<file path="src/rtl/div_unit.sv">
// Sequential signed 32-bit restoring divider for the MIPS div instruction.
// lo = quotient, hi = remainder; 33 cycles accept-to-done, 1 cycle on divide-by-zero.
module div_unit (
    input  logic        clock,
    input  logic        reset,
    input  logic        start,
    input  logic [31:0] a,
    input  logic [31:0] b,
    output logic [31:0] hi,
    output logic [31:0] lo,
    output logic        busy,
    output logic        done,
    output logic        div_zero
);

    typedef enum logic [1:0] {IDLE, CALC, FIX, DONE} state_t;

    state_t      state;
    state_t      next_state;
    logic        sign_q;
    logic        sign_r;
    logic [31:0] mag_b;
    logic [31:0] quo;
    logic [31:0] rem;
    logic [5:0]  cnt;
    logic [32:0] shifted;
    logic [32:0] trial;
    logic        b_zero;

    assign b_zero = (b == 32'd0);

    // rem < |b| always holds, so the 33rd remainder bit only exists inside the trial.
    assign shifted = {rem, quo[31]};
    assign trial   = shifted - {1'b0, mag_b};

    always_ff @(posedge clock or negedge reset) begin
        if (!reset) begin
            state <= IDLE;
        end else begin
            state <= next_state;
        end
    end

    always_comb begin
        next_state = state;
        case (state)
            IDLE: begin
                if (start) begin
                    next_state = b_zero ? DONE : CALC;
                end
            end
            CALC: begin
                if (cnt == 6'd31) begin
                    next_state = FIX;
                end
            end
            FIX:     next_state = DONE;
            DONE:    next_state = IDLE;
            default: next_state = IDLE;
        endcase
    end

    always_ff @(posedge clock or negedge reset) begin
        if (!reset) begin
            hi       <= 32'd0;
            lo       <= 32'd0;
            busy     <= 1'b0;
            done     <= 1'b0;
            div_zero <= 1'b0;
            sign_q   <= 1'b0;
            sign_r   <= 1'b0;
            mag_b    <= 32'd0;
            quo      <= 32'd0;
            rem      <= 32'd0;
            cnt      <= 6'd0;
        end else begin
            busy <= (next_state != IDLE);
            done <= (next_state == DONE);
            case (state)
                IDLE: begin
                    if (start) begin
                        sign_q   <= a[31] ^ b[31];
                        sign_r   <= a[31];
                        quo      <= a[31] ? -a : a;
                        mag_b    <= b[31] ? -b : b;
                        rem      <= 32'd0;
                        cnt      <= 6'd0;
                        div_zero <= b_zero;
                    end
                end
                CALC: begin
                    cnt <= cnt + 6'd1;
                    if (!trial[32]) begin
                        rem <= trial[31:0];
                        quo <= {quo[30:0], 1'b1};
                    end else begin
                        rem <= shifted[31:0];
                        quo <= {quo[30:0], 1'b0};
                    end
                end
                FIX: begin
                    lo <= sign_q ? -quo : quo;
                    hi <= sign_r ? -rem : rem;
                end
                default: ;
            endcase
        end
    end

endmodule

</file>
<file path="config.mk">
export PLATFORM = sky130hd
export DESIGN_NAME = div_unit
export DESIGN_NICKNAME = d
export VERILOG_FILES = /design/src/rtl/div_unit.sv
export SDC_FILE = /design/constraint.sdc
export NUM_CORES = 1
export LEC_CHECK = 0
export CAP_MARGIN = 20
export CORE_MARGIN = 1
export CORE_UTILIZATION = 61
export CTS_CLUSTER_SIZE = 8
export DETAILED_ROUTE_END_ITERATION = 7
export PLACE_DENSITY = 0.95
export SLEW_MARGIN = 20
export SYNTH_ARGS = -nofsm -noshare
export SYNTH_HDL_FRONTEND = slang
export SYNTH_SLANG_ARGS = --single-unit
</file>
<file path="constraint.sdc">
create_clock -name clock -period 6.57 [get_ports clock]
set_input_delay 1.314 -clock clock [delete_from_list [all_inputs] [get_ports clock]]
set_output_delay 1.314 -clock clock [all_outputs]
set_load 0.05 [all_outputs]
</file>
* Word level (Yosys, flattened, before mapping)
Cells that the tools add are included.
Storage, ports and cells: flip-flop bits (word level) 173, bits of input ports 67
Cells by class: add/sub/neg operators 6, equal/unequal tests 6, mux-type cells 16, bitwise gates (word level) 1, reductions and logical operators 6
Operator list (count):
- two-way mux 32 bit | 7
- negator 32 bit | 4
- case mux 32 bit (2 select lines) | 2
- subtractor 33 x 32 -> 33 bit | 1
- logical NOT 32 bit | 1
- case mux 6 bit (2 select lines) | 1
- case mux 2 bit (4 select lines) | 1
- adder 6 x 1 -> 6 bit (second input constant) | 1
- == test 2 bit (second input constant) | 3
- == test 6 x 5 -> 1 bit (second input constant) | 1
- two-way mux 2 bit | 3
- two-way mux 6 bit | 1
- AND reduction 2 bit | 2
- nonzero test 2 bit | 2
- == test 2 x 1 -> 1 bit (second input constant) | 1
- logical NOT 2 bit | 1
- != test 2 bit (second input constant) | 1
- two-way mux 1 bit | 1
- XOR 1 bit | 1

* Logic depth before layout (Yosys ltp)
Gate-level depths: netlist of the first run.
word-level depth 5, depth in mapped cells 13, depth with buffers taken out 12

* Least setup slack after synthesis of the first run
Ideal clock, no wire load.
path type input port to flip-flop, from in a[4], to reg quo[29], data arrival time 3.497 ns, required time 6.442 ns, setup slack 2.946 ns, cell stages on the path 9, path buffers 0, cell sequence or3_4 nor4_2 nand2_1 or3_4 or4_4 or3_4 o41ai_4 xor2_1 a21oi_1
On the way: word-level cells in the longest chain between the ends 4
Ends and longest elaborated chain:
- start, declared | line 7 | input logic [31:0] a,
- negator 32 bit | line 84 | quo <= a[31] ? -a : a;
- two-way mux 32 bit | line 84
- two-way mux 32 bit | line 81 | if (start) begin
- case mux 32 bit (2 select lines) | line 79 | case (state)
- end signal, assigned | line 84
- end signal, assigned | line 95 | quo <= {quo[30:0], 1'b1};
- end signal, assigned | line 98 | quo <= {quo[30:0], 1'b0};
- end, declared | line 23 | logic [31:0] quo;
No other way between the ends. The select of a mux whose other input is x is not followed. A chain may end at the register's enable or synchronous reset.

* Final worst setup path of the first run
from reg quo[31], to reg rem[1]
On the way: word-level cells in the longest chain between the ends 3
Ends and longest elaborated chain:
- subtractor 33 x 32 -> 33 bit | line 34 | assign trial = shifted - {1'b0, mag_b};
- two-way mux 32 bit | line 93 | if (!trial[32]) begin
- case mux 32 bit (2 select lines) | line 79
- end signal, assigned | line 94 | rem <= trial[31:0];
- end signal, assigned | line 97 | rem <= shifted[31:0];
- end, declared | line 24 | logic [31:0] rem;
No other way between the ends.

==> impl_metrics.env, run 1 <==
export IMPL_arrival_ps=4920
export IMPL_portBuffers=133
export IMPL_yosysWarningCount=0
export IMPL_wl_met2_um=13300
export IMPL_worst_setup_path_end_kind="register"
export IMPL_tightest_slew_ps=1070
export IMPL_num_antenna_cells=0
export IMPL_cts_path_max_buffers=2
export IMPL_highest_layer="met4"
export IMPL_status="finished clean"
export IMPL_ctsResizeCount=0
export IMPL_critical_path_max_stage_delay_ps=720
export IMPL_synth_ff_type="dfrtp_1"
export IMPL_synth_top_area_cell="dfrtp_1"
export IMPL_finalCritPeriodShare_pct=69.5
export IMPL_htree_levels=4
export IMPL_timing_fmax_ghz=0.219
export IMPL_avgSynthCellArea_sq_um=8.83
export IMPL_met1_length_um=11900
export IMPL_layout_min_cycle_time_ps=4570
export IMPL_rrSetupSlack_ps=2000
export IMPL_grt_max_degree=130
export IMPL_layout_drive_gt1_share_pct=5.31
export IMPL_die_h_um=136
export IMPL_leakage_uw=0.00549
export IMPL_die_w_um=136
export IMPL_synth_top_area_share_pct=39.4
export IMPL_cap_violations=0
export IMPL_hold_viol_final=0
export IMPL_ys_top_cells_by_area="dfrtp_1 (39%), xor2_1 (8.5%), o21ai_0 (8.0%)"
export IMPL_cts_sinks=173
export IMPL_slew_headroom_pct=28.3
export IMPL_synth_edf_count=0
export IMPL_ctsHoldBuffers=0
export IMPL_totalWireLength_um=29100
export IMPL_die_area_sq_um=18600
export IMPL_ys_seq_area_share_pct=39.4
export IMPL_path_clk_slew_ps=70
export IMPL_synth_commonest_cells="nand2_1 (192), o21ai_0 (175), dfrtp_1 (173)"
export IMPL_met3_length_um=2930
export IMPL_cp_max_fo=24
export IMPL_nFillCells=1124
export IMPL_ant_nets=0
export IMPL_synth_seq_cells=173
export IMPL_syn_area_sq_um=11000
export IMPL_wl_per_cell_um=18.4
export IMPL_nNetsFinal=1447
export IMPL_rsz0062_at_grt="no"
export IMPL_hold_class="register to register"
export IMPL_cts_tree="done"
export IMPL_cts_buffers=17
export IMPL_insertion_delay_ps=440
export IMPL_async_flop_share_pct=100
export IMPL_cts_root_buf="clkbuf_16"
export IMPL_post_cts_buffers=0
export IMPL_first_pass_iters=6
export IMPL_place_area_sq_um=12500
export IMPL_tns_ps=0
export IMPL_fp_row_count=48
export IMPL_grt_pass1_wl_um=47700
export IMPL_finish_instance_area_sq_um=13000
export IMPL_drc=0
export IMPL_synth_most_common_cell="nand2_1"
export IMPL_gp_congestion=0.941
export IMPL_grt_usage_pct=32.6
export IMPL_antenna_found_initial=0
export IMPL_grt_ovfl_total=0
export IMPL_cpMaxStageDelayCell="xor2_4"
export IMPL_final_max_slew_viol_count=0
export IMPL_syn_to_final_growth_pct=18.3
export IMPL_cp_data_required_time_ps=6920
export IMPL_peakVddDrop_v=0.000351
export IMPL_power_density_nw_per_um2=566
export IMPL_initial_core_util_pct=62.9
export IMPL_coreArea_sq_um=17500
export IMPL_via_per_inst=6.40
export IMPL_finalSetupViolCount=0
export IMPL_grt_pass1_vias=9640
export IMPL_dp_hpwl_um=20000
export IMPL_yosysUniqueCellTypes=72
export IMPL_clock_skew_ps=8.00
export IMPL_syn_inst=1246
export IMPL_ioPinCount=134
export IMPL_drt_initial_drc_count=1142
export IMPL_crit_type="register to register"
export IMPL_vias=10100
export IMPL_critical_path_cell_chain="inv_1, ha_1, fa_1, nand2b_1, a21oi_1, o311a_1, a41oi_1, o2bb2ai_1, o21ai_1, xor2_4, buf_4, mux2_2, o22ai_1"
export IMPL_critPathLaunchType="register"
export IMPL_syn_num_nets=1351
sequential cells by signal, summed over array words and instances, names as in the netlist:
register,count
busy,1
cnt,6
sign_r,1
state,2
lo,32
div_zero,1
sign_q,1
hi,32
quo,32
mag_b,32
done,1
rem,32
report_power, final:
group	internal (uW)	switching, uW	leakage, uW
clock network	521	438	0.000264
registers	1510	602	0.00210
logic	1790	2500	0.00312
total	3820	3540	0.00549
final cells by class:
| class | count | area (sq um) | area share [%] |
|---|---|---|---|
| timing repair buffer | 141 | 1390 | 10.7 |
| clock inverter | 14 | 119 | 0.913 |
| clock buffer | 18 | 429 | 3.30 |
| tap | 225 | 282 | 2.16 |
| multi-input combinational | 955 | 6260 | 48.1 |
| inverter | 54 | 203 | 1.56 |
| sequential | 173 | 4330 | 33.3 |
cell families after synthesis:
logic type | Yosys count | share of synthesized area [%]
adders and majority gates | 38 | 4.39
and+or+nand+nor | 341 | 15.0
DFF | 173 | 39.4
xor gates and xnor gates | 146 | 11.7
AOI/OAI and AO/OA | 398 | 22.5
buffers and inverters | 118 | 4.13
muxes | 32 | 2.93
metrics by stage:
| stage | utilization [%] | setup WS, ps | power (uW) | instances | hold slack, ps |
|---|---|---|---|---|---|
| after floorplan | - | 2950 | 5110 | 1246 | 443 |
| after global placement | 71.3 | 2290 | 5970 | 1548 | 461 |
| after detailed placement | 71.3 | 2180 | 6170 | 1548 | 469 |
| after CTS | 74.4 | 2110 | 7230 | 1580 | 483 |
| after global routing | 74.5 | 1870 | 7830 | 1580 | 494 |
| final | 74.5 | 2000 | 7360 | 1580 | 477 |
path summary, 6_finish.rpt:
check | startpoint | endpoint | cells past startpoint
max | quo[31] | rem[1] | 13
min | lo[12] | lo[12] | 2
max reg2reg | quo[31] | rem[1] | 13
min reg2reg | lo[12] | lo[12] | 2
max in group asynchronous | reset | hi[31] | 2
min in group asynchronous | reset | mag_b[5] | 1
routing by layer:
metal,vias to the layer above,global-route usage (%)
li1,4667,-
met1,4734,44.6
met2,601,50.0
met3,106,7.27
met4,0,13.6
met5,-,0
cell usage in the layout, fill, tap and decap left out, types with 6 or more instances in the layout:
| cell | count |
|---|---|
| a22oi_1 | 18 |
| nand3_1 | 17 |
| or4_1 | 17 |
| a21o_1 | 14 |
| nand4_1 | 8 |
| o21ai_1 | 19 |
| nand2_1 | 191 |
| or3_1 | 12 |
| o41ai_1 | 17 |
| clkbuf_16 | 17 |
| o22ai_1 | 27 |
| a21oi_1 | 41 |
| dfrtp_1 | 173 |
| inv_1 | 52 |
| nor2_1 | 27 |
| clkinv_2 | 6 |
| nor3_1 | 11 |
| xor2_1 | 107 |
| buf_4 | 8 |
| o21ai_0 | 175 |
| o31ai_1 | 37 |
| ha_1 | 37 |
| clkdlybuf4s50_1 | 132 |
| mux2i_1 | 30 |
| nor4_1 | 7 |
| xnor2_1 | 38 |
| nand2b_1 | 10 |
worst max-delay path: cells and delay by family (launching register included):
| kind | cells | cell delay, ps |
|---|---|---|
| fa+ha+maj | 2 | 660 |
| xor+xnor | 1 | 720 |
| mux | 1 | 370 |
| buf+inv | 2 | 470 |
| flops | 1 | 360 |
| compound gates | 6 | 1680 |
| simple gates | 1 | 210 |
Note: power is estimated with default switching activity, not from simulation.
==> inputs of run 2 (changes only) <==
Settings changed: CORE_UTILIZATION 61 to 51, PLACE_DENSITY 0.95 to 0.88.
Clock period 6.57 ns to 3.9 ns, I/O delays scaled along.
==> run 2 against run 1 <==
Effect of this change:
- clock power up 73%
- combinational power up 69%
- first-iteration DRC count down 35%
- via count down 3.3%
- count of clock-buffer cells in the layout down 1
- highest routed layer unchanged
- core utilization down 12 points
- cell count up 4.2%
- routed wire length down 0.84%
==> impl_metrics.env, run 2 (synthesis gave the netlist of run 1 again) <==
export IMPL_finalNonFillerCells=1646
export IMPL_syn_to_final_growth_pct=20.3
export IMPL_share_seq_of_total_power_pct=28.4
export IMPL_nFillCells=1711
export IMPL_wl_per_cell_um=17.5
export IMPL_ctsResizeCount=0
export IMPL_cts_path_max_buffers=2
export IMPL_cts_root_buf="clkbuf_16"
export IMPL_cp_data_required_time_ps=4220
export IMPL_critical_path_max_stage_delay_ps=440
export IMPL_fp_row_count=53
export IMPL_htree_levels=4
export IMPL_path_clk_slew_ps=70
export IMPL_grt_max_degree=104
export IMPL_rsz0062_at_grt="no"
export IMPL_drt_initial_drc_count=741
export IMPL_cts_sinks=173
export IMPL_num_antenna_cells=0
export IMPL_status="finished clean"
export IMPL_r2r_cells=12
export IMPL_initial_core_util_pct=52.2
export IMPL_hold_class="input pin to asynchronous set/reset pin"
export IMPL_rrSetupSlack_ps=280
export IMPL_peakVddDrop_v=0.000496
export IMPL_final_cell_mix="nand2_1 (191), o21ai_0 (175), dfrtp_1 (173), clkdlybuf4s50_1 (132), xor2_1 (107)"
export IMPL_finalCritPeriodShare_pct=92.9
export IMPL_layout_drive_gt1_share_pct=6.49
export IMPL_die_h_um=149
export IMPL_finish_instance_area_sq_um=13200
export IMPL_portBuffers=133
export IMPL_die_area_sq_um=22200
export IMPL_grt_ovfl_total=0
export IMPL_switchingPower_uw=5900
export IMPL_ant_nets=0
export IMPL_critPathLaunchType="register"
export IMPL_cap_violations=0
export IMPL_reg2reg_to="rem[30]"
export IMPL_cp_max_fo=11
export IMPL_coreArea_sq_um=21100
export IMPL_tns_ps=0
export IMPL_place_area_sq_um=12700
export IMPL_leakage_uw=0.00560
export IMPL_slew_headroom_pct=36.7
export IMPL_via_per_inst=5.94
export IMPL_cts_buffers=17
export IMPL_totalWireLength_um=28900
export IMPL_p_clk_share_pct=13.3
export IMPL_gp_congestion=0.910
export IMPL_ctsHoldBuffers=0
export IMPL_post_cts_buffers=0
export IMPL_finalSetupViolCount=0
export IMPL_grt_pass1_vias=9315
export IMPL_final_max_slew_viol_count=0
export IMPL_dp_hpwl_um=21500
export IMPL_hold_viol_final=0
export IMPL_vias=9770
export IMPL_final_common_cell="nand2_1"
export IMPL_antenna_found_initial=0
export IMPL_nNetsFinal=1463
export IMPL_crit_type="register to register"
export IMPL_critical_path_cell_chain="ha_1, fa_1, nand2b_1, a21oi_1, o311a_1, a41oi_1, o2bb2ai_1, o21ai_1, xor2_4, buf_4, or2_2, a32o_1"
export IMPL_drc=0
export IMPL_cts_tree="done"
export IMPL_power_density_nw_per_um2=941
export IMPL_pwr_share_comb_pct=58.3
export IMPL_dp_cells=1614
export IMPL_layout_min_cycle_time_ps=3620
export IMPL_grt_usage_pct=26.5
export IMPL_arrival_ps=3940
export IMPL_p_int_uw=6540
export IMPL_crit_reg2reg_launch="mag_b[0]"
export IMPL_ioPinCount=134
export IMPL_first_pass_iters=6
export IMPL_grt_pass1_wl_um=46400
export IMPL_tightest_slew_ps=949
export IMPL_die_w_um=149
export IMPL_cpMaxStageDelayCell="dfrtp_1"
export IMPL_worst_setup_path_end_kind="register"
export IMPL_timing_fmax_ghz=0.276
export IMPL_fin_util_pct=62.8
export IMPL_insertion_delay_ps=440
export IMPL_clock_skew_ps=9.89
export IMPL_swShare_pct=47.4
==> run 2: cell types whose count changed in the layout (fill, tap and decap cells not counted), moves of 3 or more <==
cell,delta
clkinv_4,+4
buf_4,+15
clkinv_2,-5
clkinvlp_4,-4
inv_6,+3
clkinv_8,+3
==> run 2: final cells by class <==
| class | count | area, sq um | share of cell area (%) |
|---|---|---|---|
| inverters | 54 | 203 | 1.53 |
| clock buffers | 17 | 425 | 3.21 |
| flip-flops and latches | 173 | 4330 | 32.7 |
| clock inverters | 15 | 155 | 1.17 |
| well taps | 275 | 344 | 2.60 |
| multi-input cells | 955 | 6250 | 47.2 |
| repair buffers | 157 | 1530 | 11.5 |
==> run 2: worst max-delay path: cells and delay by family (launching register included) <==
kind	cells	cell delay, ps
compound gates	6	1450
fa+ha+maj	2	670
simple gates	2	460
flops	1	440
xor+xnor	1	250
buf+inv	1	240
==> run 2: layer usage <==
layer  global-route usage [%]  share of wire, %  vias to the layer above
li1                         -                 -                     4702
met1                     37.5                44                     4624
met2                     40.7                46                      394
met3                     4.92               7.4                       50
met4                     8.98               2.3                        0
met5                        0                 0                        -
==> run 2: power groups by stage <==
stage,Clock (uW),Sequential (uW),Combinational [uW]
floorplan,0,3610,5000
global placement,0,3450,6920
detailed placement,0,3510,7110
CTS,1670,3490,7200
global route,1740,3620,7990
finish,1660,3530,7260
==> run 2: stage by stage <==
stage	hold WS, ps	total power [uW]	worst slack (ps)
6_report	388	12400	275
5_1_grt	472	13300	99.0
4_1_cts	425	12400	335
3_5_place_dp	471	10600	87.7
3_3_place_gp	462	10400	188
2_1_floorplan	443	8620	772
==> run 2: worst max-delay path by stage <==
stage / from / endpoint / depth (start not counted)
final: mag_b[0] / rem[30] / 12
after global routing: mag_b[0] / rem[12] / 12
after CTS: mag_b[0] / rem[30] / 12
after detailed placement: a[4] / quo[25] / 10
after global placement: a[8] / quo[28] / 9
after floorplan: quo[31] / rem[2] / 13
